**src/rtl/mem_port_arbiter.sv**
```systemverilog
// mem_port_arbiter: one fixed-latency memory port shared by fetch (I) and load/store (D).
// Define MEM_ARB_ROUND_ROBIN_EN for round-robin ties; the default build gives D fixed priority.
module mem_port_arbiter #(
  parameter int MEM_LATENCY = 4,
  parameter int ADDR_W      = 32,
  parameter int DATA_W      = 32
) (
  input  logic              clk,
  input  logic              reset_n,
  input  logic              i_req,
  input  logic [ADDR_W-1:0] i_addr,
  output logic              i_valid,
  output logic [DATA_W-1:0] i_rdata,
  output logic              i_stall,
  input  logic              d_req,
  input  logic              d_we,
  input  logic [ADDR_W-1:0] d_addr,
  input  logic [DATA_W-1:0] d_wdata,
  output logic              d_valid,
  output logic [DATA_W-1:0] d_rdata,
  output logic              d_stall,
  output logic              mem_req,
  output logic              mem_we,
  output logic [ADDR_W-1:0] mem_addr,
  output logic [DATA_W-1:0] mem_wdata,
  input  logic [DATA_W-1:0] mem_rdata,
  output logic              busy
);

  localparam int CNT_W = $clog2(MEM_LATENCY) + 1;
  localparam logic [CNT_W-1:0] CNT_INIT = CNT_W'(MEM_LATENCY - 1);
  localparam logic [CNT_W-1:0] CNT_ONE = CNT_W'(1);

  typedef enum logic [1:0] {
    IDLE,
    BUSY,
    RESP
  } state_t;

  state_t            state_q;
  state_t            state_d;
  logic [CNT_W-1:0]  cnt_q;
  logic              side_q;
  logic              we_q;
  logic [ADDR_W-1:0] addr_q;
  logic [DATA_W-1:0] wdata_q;
  logic [DATA_W-1:0] i_rdata_q;
  logic [DATA_W-1:0] d_rdata_q;
  logic              any_req;
  logic              grant;
  logic              pick_d;
  logic              last_cyc;

  assign any_req  = i_req | d_req;
  assign grant    = (state_q == IDLE) & any_req;
  assign last_cyc = (state_q == BUSY) & (cnt_q == '0);

`ifdef MEM_ARB_ROUND_ROBIN_EN
  // last_grant: 1 = D was granted most recently
  logic last_grant_q;

  always_comb begin
    pick_d = d_req;
    if (i_req && d_req) begin
      pick_d = ~last_grant_q;
    end
  end

  always_ff @(posedge clk or negedge reset_n) begin
    if (!reset_n) begin
      last_grant_q <= 1'b0;
    end else if (grant) begin
      last_grant_q <= pick_d;
    end
  end
`else
  assign pick_d = d_req;
`endif

  always_ff @(posedge clk or negedge reset_n) begin
    if (!reset_n) begin
      state_q <= IDLE;
    end else begin
      state_q <= state_d;
    end
  end

  always_comb begin
    state_d = state_q;
    unique case (state_q)
      IDLE: begin
        if (any_req) begin
          state_d = BUSY;
        end
      end
      BUSY: begin
        if (cnt_q == '0) begin
          state_d = RESP;
        end
      end
      RESP: begin
        state_d = IDLE;
      end
      default: begin
        state_d = IDLE;
      end
    endcase
  end

  always_ff @(posedge clk or negedge reset_n) begin
    if (!reset_n) begin
      cnt_q   <= '0;
      side_q  <= 1'b0;
      we_q    <= 1'b0;
      addr_q  <= '0;
      wdata_q <= '0;
    end else if (grant) begin
      cnt_q   <= CNT_INIT;
      side_q  <= pick_d;
      we_q    <= pick_d & d_we;
      addr_q  <= pick_d ? d_addr : i_addr;
      wdata_q <= d_wdata;
    end else if (state_q == BUSY && cnt_q != '0) begin
      cnt_q <= cnt_q - CNT_ONE;
    end
  end

  // Read data is captured only for loads/fetches; stores leave d_rdata alone
  always_ff @(posedge clk or negedge reset_n) begin
    if (!reset_n) begin
      i_rdata_q <= '0;
      d_rdata_q <= '0;
    end else if (last_cyc && !we_q) begin
      if (side_q) begin
        d_rdata_q <= mem_rdata;
      end else begin
        i_rdata_q <= mem_rdata;
      end
    end
  end

  assign mem_req   = (state_q == BUSY);
  assign mem_we    = last_cyc & we_q;
  assign mem_addr  = mem_req ? addr_q : '0;
  assign mem_wdata = mem_req ? wdata_q : '0;
  assign busy      = (state_q != IDLE);

  assign i_valid = (state_q == RESP) & ~side_q;
  assign d_valid = (state_q == RESP) & side_q;
  assign i_rdata = i_rdata_q;
  assign d_rdata = d_rdata_q;

  // Stalls are forced low while in reset so every output reads 0
  assign i_stall = reset_n & i_req & ~i_valid;
  assign d_stall = reset_n & d_req & ~d_valid;

endmodule

```
**config.mk**
```make
export PLATFORM = sky130hd
export DESIGN_NAME = mem_port_arbiter
export DESIGN_NICKNAME = d
export VERILOG_FILES = /design/src/rtl/mem_port_arbiter.sv
export SDC_FILE = /design/constraint.sdc
export NUM_CORES = 1
export LEC_CHECK = 0
export ABC_AREA = 1
export CAP_MARGIN = 20
export CORE_UTILIZATION = 43
export DETAILED_ROUTE_END_ITERATION = 12
export PLACE_DENSITY = 0.81
export RECOVER_POWER = 100
export SLEW_MARGIN = 10
export SYNTH_ARGS = -nofsm -noshare
export SYNTH_HDL_FRONTEND = slang
export SYNTH_SLANG_ARGS = --single-unit
```
**constraint.sdc**
```tcl
create_clock -name clk -period 1.8 [get_ports clk]
set_input_delay 0.36 -clock clk [delete_from_list [all_inputs] [get_ports clk]]
set_output_delay 0.36 -clock clk [all_outputs]
set_load 0.1 [all_outputs]
```
== Word-level counts from Yosys, hierarchy flattened ==
Index checks and enable logic that the tools add are counted.
Word-level totals
  input bits: 133
  register bits: 135
  output and inout bits: 135
  word-level logic and storage cells: 46
Cells by class
  muxes and demuxes: 8
  reductions and logical operators: 11
  add/subtract/negate cells: 1
  eq/ne operators: 4
  bitwise gates (word level): 14
Operator list (number)
  two-way mux 32 bit: 3
  bitwise AND 1 bit: 10
  two-way mux 3 bit: 2
  AND reduction 2 bit: 3
  two-way mux 2 bit: 2
  case mux 2 bit (2 select lines): 1
  nonzero test 2 bit: 2
  logical NOT 3 bit: 1
  NOT 1 bit: 3
  nonzero test 3 bit: 1
  subtractor 3 x 1 -> 3 bit (second input constant): 1
  == test 2 x 1 -> 1 bit (second input constant): 1
  == test 2 bit (second input constant): 1
  logical AND 1 bit: 2
  logical NOT 2 bit: 1
  != test 2 x 1 -> 1 bit (second input constant): 1
  != test 2 bit (second input constant): 1
  logical NOT 1 bit: 1
  bitwise OR 1 bit: 1

== Longest topological paths before layout ==
Gate-level depths: netlist (run 1).
  word-level depth: 4
  depth in mapped cells: 8
  depth with buffers taken out: 7

== Worst setup path after synthesis (run 1) ==
OpenSTA, ideal clock, no wires.
  kind: reg2out
  start point: register state_q[1]
  end point: output port mem_we
  slack: -1.340 ns
  arrival: 2.780 ns
  cell stages (with the launch flop): 5
  required time: 1.440 ns
  path through: dfrtp_1 inv_2 nand2_2 buf_2 nor3_1
On the way
  cells in the longest elaborated chain, start to end: 3
Ends and longest elaborated chain
  from (decl): RTL line 40  | state_t state_q;
  from (signal assigned): RTL line 84  | state_q <= state_d;
  == test 2 x 1 -> 1 bit: RTL line 56  | assign last_cyc = (state_q == BUSY) & (cnt_q == '0);
  bitwise AND 1 bit: RTL line 56
  bitwise AND 1 bit: RTL line 143  | assign mem_we = last_cyc & we_q;
  to (decl): RTL line 23  | output logic mem_we,
Every way passes these cells.

== Worst setup path in the final report (run 1) ==
  start point: register state_q[1]
  end point: output port mem_wdata[29]
On the way
  cells in the longest elaborated chain, start to end: 2
Ends and longest elaborated chain
  == test 2 x 1 -> 1 bit: RTL line 142  | assign mem_req = (state_q == BUSY);
  two-way mux 32 bit: RTL line 145  | assign mem_wdata = mem_req ? wdata_q : '0;
  to (decl): RTL line 25  | output logic [DATA_W-1:0] mem_wdata,
Every way passes these cells.

==> summary.md, run 1 <==
| Metric | Value |
|---|---|
| Worst R2R Setup Slack | `-0.09 ns` |
| DRC violations left | `0` |
| #FFs+latches synth | `135` |
| First-pass GRT wire length | `32100 um` |
| Routed wire length | `20500 um` |
| Synth Cell Area | `6390 um^2` |
| RSZ-0062 raised after global routing | `true` |
| Most frequent cells in the layout | `nand2_1, dfrtp_1, clkdlybuf4s50_1, buf_12, inv_1` |
| Placed cell count | `1199` |
| Num ports | `268` |
| Yosys top cell area share | `0.529` |
| Post-place instance area | `11000 um^2` |
| Crit path max-delay family | `buffers and inverters` |
| Worst path cell trace | `inv_4, nand2_8, buf_12, buf_8, nor2_4, buf_12` |
| Hold/Removal Path Class | `input pin to asynchronous set/reset pin` |
| Routed vias | `6371` |
| Initial antenna violation count | `0` |
| Die Y | `124 um` |
| Syn Nets | `914` |
| WP buf/inv | `4` |
| Top post-synthesis cells by area | `dfrtp_1, nand2_1, nand4_1, o21ai_2, inv_1` |
| Reg-to-Reg End | `wdata_q[7]` |
| Nets@finish | `1181` |
| Final instance area | `10900 um^2` |
| Yosys Warn Count | `0` |
| Post-DP HPWL | `14000 um` |
| Tot GR Track Use | `0.277` |
| Ant diodes | `0` |
| Arrival @ worst endpoint | `1.66 ns` |
| Max-slew violations | `127` |
| Vias in the first global route | `6306` |
| Critical Path RT | `1.44 ns` |
| Worst Max-Slew Pin Slew | `1.60 ns` |
| Starting Density | `0.440` |
| Unique cell type count in the Yosys netlist | `25` |
| Synthesized instance count | `779` |
| Crit path max-delay cell type | `dfrtp_1` |
| Pin count of the biggest net entering global routing | `127` |
| Root buffer cell | `clkbuf_16` |
| Non-filler cells in the finished layout | `1243` |
| # rows | `44` |
| Remaining Overflow, GRT | `0` |
| TritonCTS Buffers | `17` |
| Chip width | `124 um` |
| Clk Latency, worst-skew pair | `0.42 ns` |
| Most frequent CP cell | `buf_12` |
| Initial DRC count | `357` |
| Failing checks | `capacitance limit, slew limit, setup timing` |
| Crit start category | `flop` |
| CP Class | `flop to output port` |
| Avg Synthesized Cell Area | `8.20 um^2` |
| Max stage delay on crit path | `0.42 ns` |
| Dpl ws | `0.0719 ns` |
| Sequential area share after synthesis | `0.529` |
| Drt wl/cell | `16.5 um` |
| ANT nets after route | `0` |
| Gpl congestion | `0.823` |
| Clock skew | `0.00948 ns` |
| Crit path time final | `2.02 ns` |
| Endpoints failing hold | `0` |
| Port bufs | `267` |
| Status | `finished, violations left` |
| CTS sink count | `135` |
| H-tree depth | `4` |
| Relative slew slack | `-0.0641` |
| Cell taking the most area after synthesis | `dfrtp_1` |
| Final setup margin | `-0.217 ns` |
| CTS Buffer Depth | `2` |
| Final-report setup violation count | `81` |
| Most common cell after layout, fill and taps aside | `nand2_1` |
| Final Cycle Share | `1.12` |
| Reg2Reg Depth | `7` |
| Vias/cell | `5.13` |
| CTS tree | `done` |
| Worst Path Max Fanout | `7` |
| Fmax | `496 MHz` |
| Core area | `14500 um^2` |
| Critical Path End Type | `output port` |
| Area grow syn2layout | `70.2%` |
| Reg-to-reg startpoint | `state_q[0]` |
| Max-cap violation count | `1` |
| Clk pin slew, worst setup/hold paths | `0.06 ns` |
| Drt first pass iters | `4` |
| Share of layout cells above drive strength 1 | `0.302` |
| Die Area | `15400 um^2` |
[sequential cells by signal, indices dropped and copies added (netlist names)]
register	flops
addr_q	32
d_rdata	32
wdata_q	32
we_q	1
side_q	1
cnt_q	3
i_rdata	32
state_q	2
[area by class of cell]
| cell class | count | area, um^2 |
|---|---|---|
| clock inverters | 11 | 148 |
| clock buffers | 21 | 470 |
| multi-input cells | 512 | 2900 |
| flip-flops and latches | 135 | 3380 |
| well taps | 184 | 230 |
| repair buffers | 302 | 3450 |
| fillers | 927 | 3650 |
| inverters | 78 | 305 |
[stage by stage]
stage / TNS (ns) / hold WS, ns / util
floorplan: -5.10 / 0.0644 / -
global placement: 0 / 0.184 / 0.760
detailed placement: 0 / 0.186 / 0.760
CTS: -8.72 / 0.107 / 0.816
global route: -18.15 / 0.488 / 0.749
finish: -10.50 / 0.464 / 0.749
[kinds of logic (layout without fill, tap and decap cells)]
kind of cell             count (synthesis)  in the layout  share of synthesized area
AND/OR/NAND/NOR                        441            442                      0.289
flip-flops                             135            135                      0.529
buffers and inverters                  133            412                      0.102
AO/OA/AOI/OAI                           67             67                     0.0756
adder cells (fa/ha/maj)                  2              2                    0.00391
XOR/XNOR                                 1              1                    0.00137
[synth_stat cells]
library cell,count
nand2_1,296
dfrtp_1,135
inv_1,75
nor2_1,65
nand4_1,64
o21ai_2,36
o21ai_1,29
buf_2,19
buf_6,15
clkbuf_1,12
nand3_1,11
buf_1,5
buf_4,3
ha_1,2
inv_2,2
clkbuf_2,1
inv_4,1
nand2_2,1
nor2_2,1
nor2_4,1
nor3_1,1
o21ai_4,1
o22ai_1,1
or2_0,1
xor2_1,1
[routing by layer]
metal / GRT usage / wire length, um / up-vias
li1: - / - / 3009
met1: 0.317 / 7580 / 3032
met2: 0.473 / 10400 / 283
met3: 0.0893 / 1910 / 47
met4: 0.122 / 661 / 0
met5: 0 / 0 / -
[repair_timing]
item,in CTS,in global routing
hold endpoints to repair,9,0
hold buffers,1,0
endpoints found under the setup margin,70,71
setup buffers,10,1
gates resized for setup,28,7
cloned,2,0
pin swaps,5,2
[how the worst max path moves through the flow]
stage	from	endpoint	depth (start not counted)
global route	state_q[1]	mem_wdata[29]	6
finish	state_q[1]	mem_wdata[29]	6
floorplan	state_q[1]	mem_addr[0]	4
detailed placement	d_req	d_stall	5
global placement	d_req	d_stall	5
CTS	state_q[1]	mem_wdata[31]	6
Power of run 1 is left out: the tool's default activity adds up to more than one toggle a clock period on the data nets, which glitch-free logic cannot reach.
==> run 2, diff against run 1 <==
--- a/config.mk
+++ b/config.mk
@@ -7,8 +7,10 @@
 export LEC_CHECK = 0
 export ABC_AREA = 1
 export CAP_MARGIN = 20
+export CORE_MARGIN = 2
 export CORE_UTILIZATION = 43
 export DETAILED_ROUTE_END_ITERATION = 12
+export GPL_ROUTABILITY_DRIVEN = 0
 export PLACE_DENSITY = 0.81
 export RECOVER_POWER = 100
 export SLEW_MARGIN = 10
==> run 2 against run 1 <==
Against the previous run:
- the flow still finishes with violations (capacitance limit, slew limit, setup timing)
- die area rose by 3.3%
- wire length grew 23%
- first-iteration DRC count rose by 26%
- sequential cell count unchanged
- clock-buffer cell count is 2 higher
- cell area rose by 12%
- utilization up 8.9 points
- worst hold slack got worse by 0.12 ns
- via count grew 6.7%
- register-to-register slack lost 0.07 ns
==> summary.md, run 2 (same netlist as run 1, synthesis figures left out) <==
| Metric | Value |
|---|---|
| Status | `finished, violations left` |
| Failing checks | `capacitance limit, slew limit, setup timing` |
| Root buffer cell | `clkbuf_16` |
| Chip width | `126 um (+1.6%)` |
| Clock skew | `0.00627 ns (-0.00321 ns)` |
| Pin count of the biggest net entering global routing | `65 (-49%)` |
| Vias/cell | `5.39 (+5.2%)` |
| Critical Path End Type | `output port` |
| Port bufs | `267 (unchanged)` |
| Starting Density | `0.440 (unchanged)` |
| Arrival @ worst endpoint | `1.65 ns (about the same)` |
| WP buf/inv | `3 (-1)` |
| Die Y | `126 um (+1.6%)` |
| CTS Buffer Depth | `2 (unchanged)` |
| Crit path max-delay cell type | `dfrtp_1` |
| Initial antenna violation count | `1 (+1)` |
| H-tree depth | `4 (unchanged)` |
| Endpoints failing hold | `0 (unchanged)` |
| Area grow syn2layout | `90.5%` |
| Num ports | `268 (unchanged)` |
| Fin Setup TNS | `-17.87 ns (-7.37 ns)` |
| CTS sink count | `135 (unchanged)` |
| Crit path time final | `2.01 ns (-0.0112 ns)` |
| Max-cap violation count | `1 (unchanged)` |
| Routed vias | `6798 (+6.7%)` |
| Critical Path RT | `1.44 ns (about the same)` |
| Worst Path Max Fanout | `7 (unchanged)` |
| Clk pin slew, worst setup/hold paths | `0.06 ns (about the same)` |
| DRC violations left | `0 (unchanged)` |
| Tot GR Track Use | `0.270 (-0.00679)` |
| Drt first pass iters | `5 (+1)` |
| Most frequent cells in the layout | `nand2_1, dfrtp_1, clkdlybuf4s50_1, buf_12, inv_1` |
| Core area | `14500 um^2 (unchanged)` |
| TritonCTS Buffers | `17 (unchanged)` |
| Remaining Overflow, GRT | `0 (unchanged)` |
| Share of layout cells above drive strength 1 | `0.375 (+0.0724)` |
| RSZ-0062 raised after global routing | `true` |
| Worst path cell trace | `inv_4, nand2_8, clkbuf_16, nor2_4, buf_12` |
| Hold/Removal Path Class | `input pin to asynchronous set/reset pin` |
| ANT nets after route | `0 (unchanged)` |
| Relative slew slack | `-0.0961 (-0.0320)` |
| Vias in the first global route | `6423 (+1.9%)` |
| Fmax | `499 MHz (+0.56%)` |
| Clk Latency, worst-skew pair | `0.42 ns (about the same)` |
| Nets@finish | `1199 (+1.5%)` |
| # rows | `44 (unchanged)` |
| Worst Max-Slew Pin Slew | `1.64 ns (+0.0480 ns)` |
| Post-DP HPWL | `14800 um (+5.6%)` |
| CP Class | `flop to output port` |
| Final-report setup violation count | `135 (+67%)` |
| Drt wl/cell | `20.1 um (+21%)` |
| Crit path max-delay family | `buffers and inverters` |
| Initial DRC count | `449 (+26%)` |
| Most common cell after layout, fill and taps aside | `nand2_1` |
| CTS tree | `done` |
| Final Cycle Share | `1.11 (-0.00620)` |
| Routed wire length | `25300 um (+23%)` |
| Die Area | `15900 um^2 (+3.3%)` |
| Crit start category | `flop` |
| Max-slew violations | `65 (-49%)` |
| Final setup margin | `-0.206 ns (+0.0112 ns)` |
| Max stage delay on crit path | `0.43 ns (about the same)` |
| First-pass GRT wire length | `33500 um (+4.5%)` |
[run 2: per-stage QoR]
stage / setup slack, ns / hold WS, ns / cells / utilization / area (um^2)
6_report: -0.206 / 0.345 / 1261 / 0.838 / 12200
5_1_grt: -0.271 / 0.438 / 1261 / 0.838 / 12200
4_1_cts: -0.171 / 0.112 / 1243 / 0.816 / 11900
3_5_place_dp: 0.0244 / 0.242 / 1202 / 0.763 / 11100
3_3_place_gp: 0.0137 / 0.244 / 1202 / 0.763 / 11100
2_1_floorplan: -0.231 / 0.0644 / 779 / - / 6870
[run 2: layout make-up]
class	count	area [um^2]
diodes	1	2.50
clock buffers	23	488
clock inverters	8	120
fillers	718	2360
inverters	78	295
multi-input cells	513	3290
flip-flops and latches	135	3380
well taps	184	230
repair buffers	319	4370
[run 2: worst reg2reg max path, stage by stage, from the launching register on]
cell       delay (ns)
dfrtp_1          0.43
inv_4            0.15
buf_12           0.13
nand2_8          0.08
buf_12           0.14
buf_6            0.11
nor2_4           0.22
nand3_4          0.19
clkbuf_16        0.24
nand2_1          0.08
nand2_1          0.08
[run 2: timing repair]
item,CTS,global route
setup endpoints to repair,69,109
buffers inserted,8,4
gates resized for setup,18,128
hold buffers,1,0
pin swaps,3,7
gates cloned,1,12
endpoints found under the hold margin,21,0
[run 2: layer usage]
metal	GRT usage	up-vias	routed length, um
li1	-	3037	-
met3	0.0782	74	2160
met4	0.0995	0	1000
met1	0.312	3302	8860
met2	0.477	385	13300
met5	0	-	0
[run 2: final timing paths]
path | slack (ns) | cells past startpoint | to | start
setup / recovery | -0.21 | 5 | mem_wdata[25] | state_q[1]
hold / removal | 0.34 | 2 | d_rdata[25] | reset_n
setup reg to reg | -0.16 | 10 | d_rdata[7] | state_q[1]
hold reg to reg | 0.47 | 2 | i_rdata[25] | i_rdata[25]
max in group asynchronous | 0.32 | 2 | wdata_q[8] | reset_n
min in group clk | 0.47 | 2 | i_rdata[25] | i_rdata[25]
Power of run 2 is left out for the same reason.
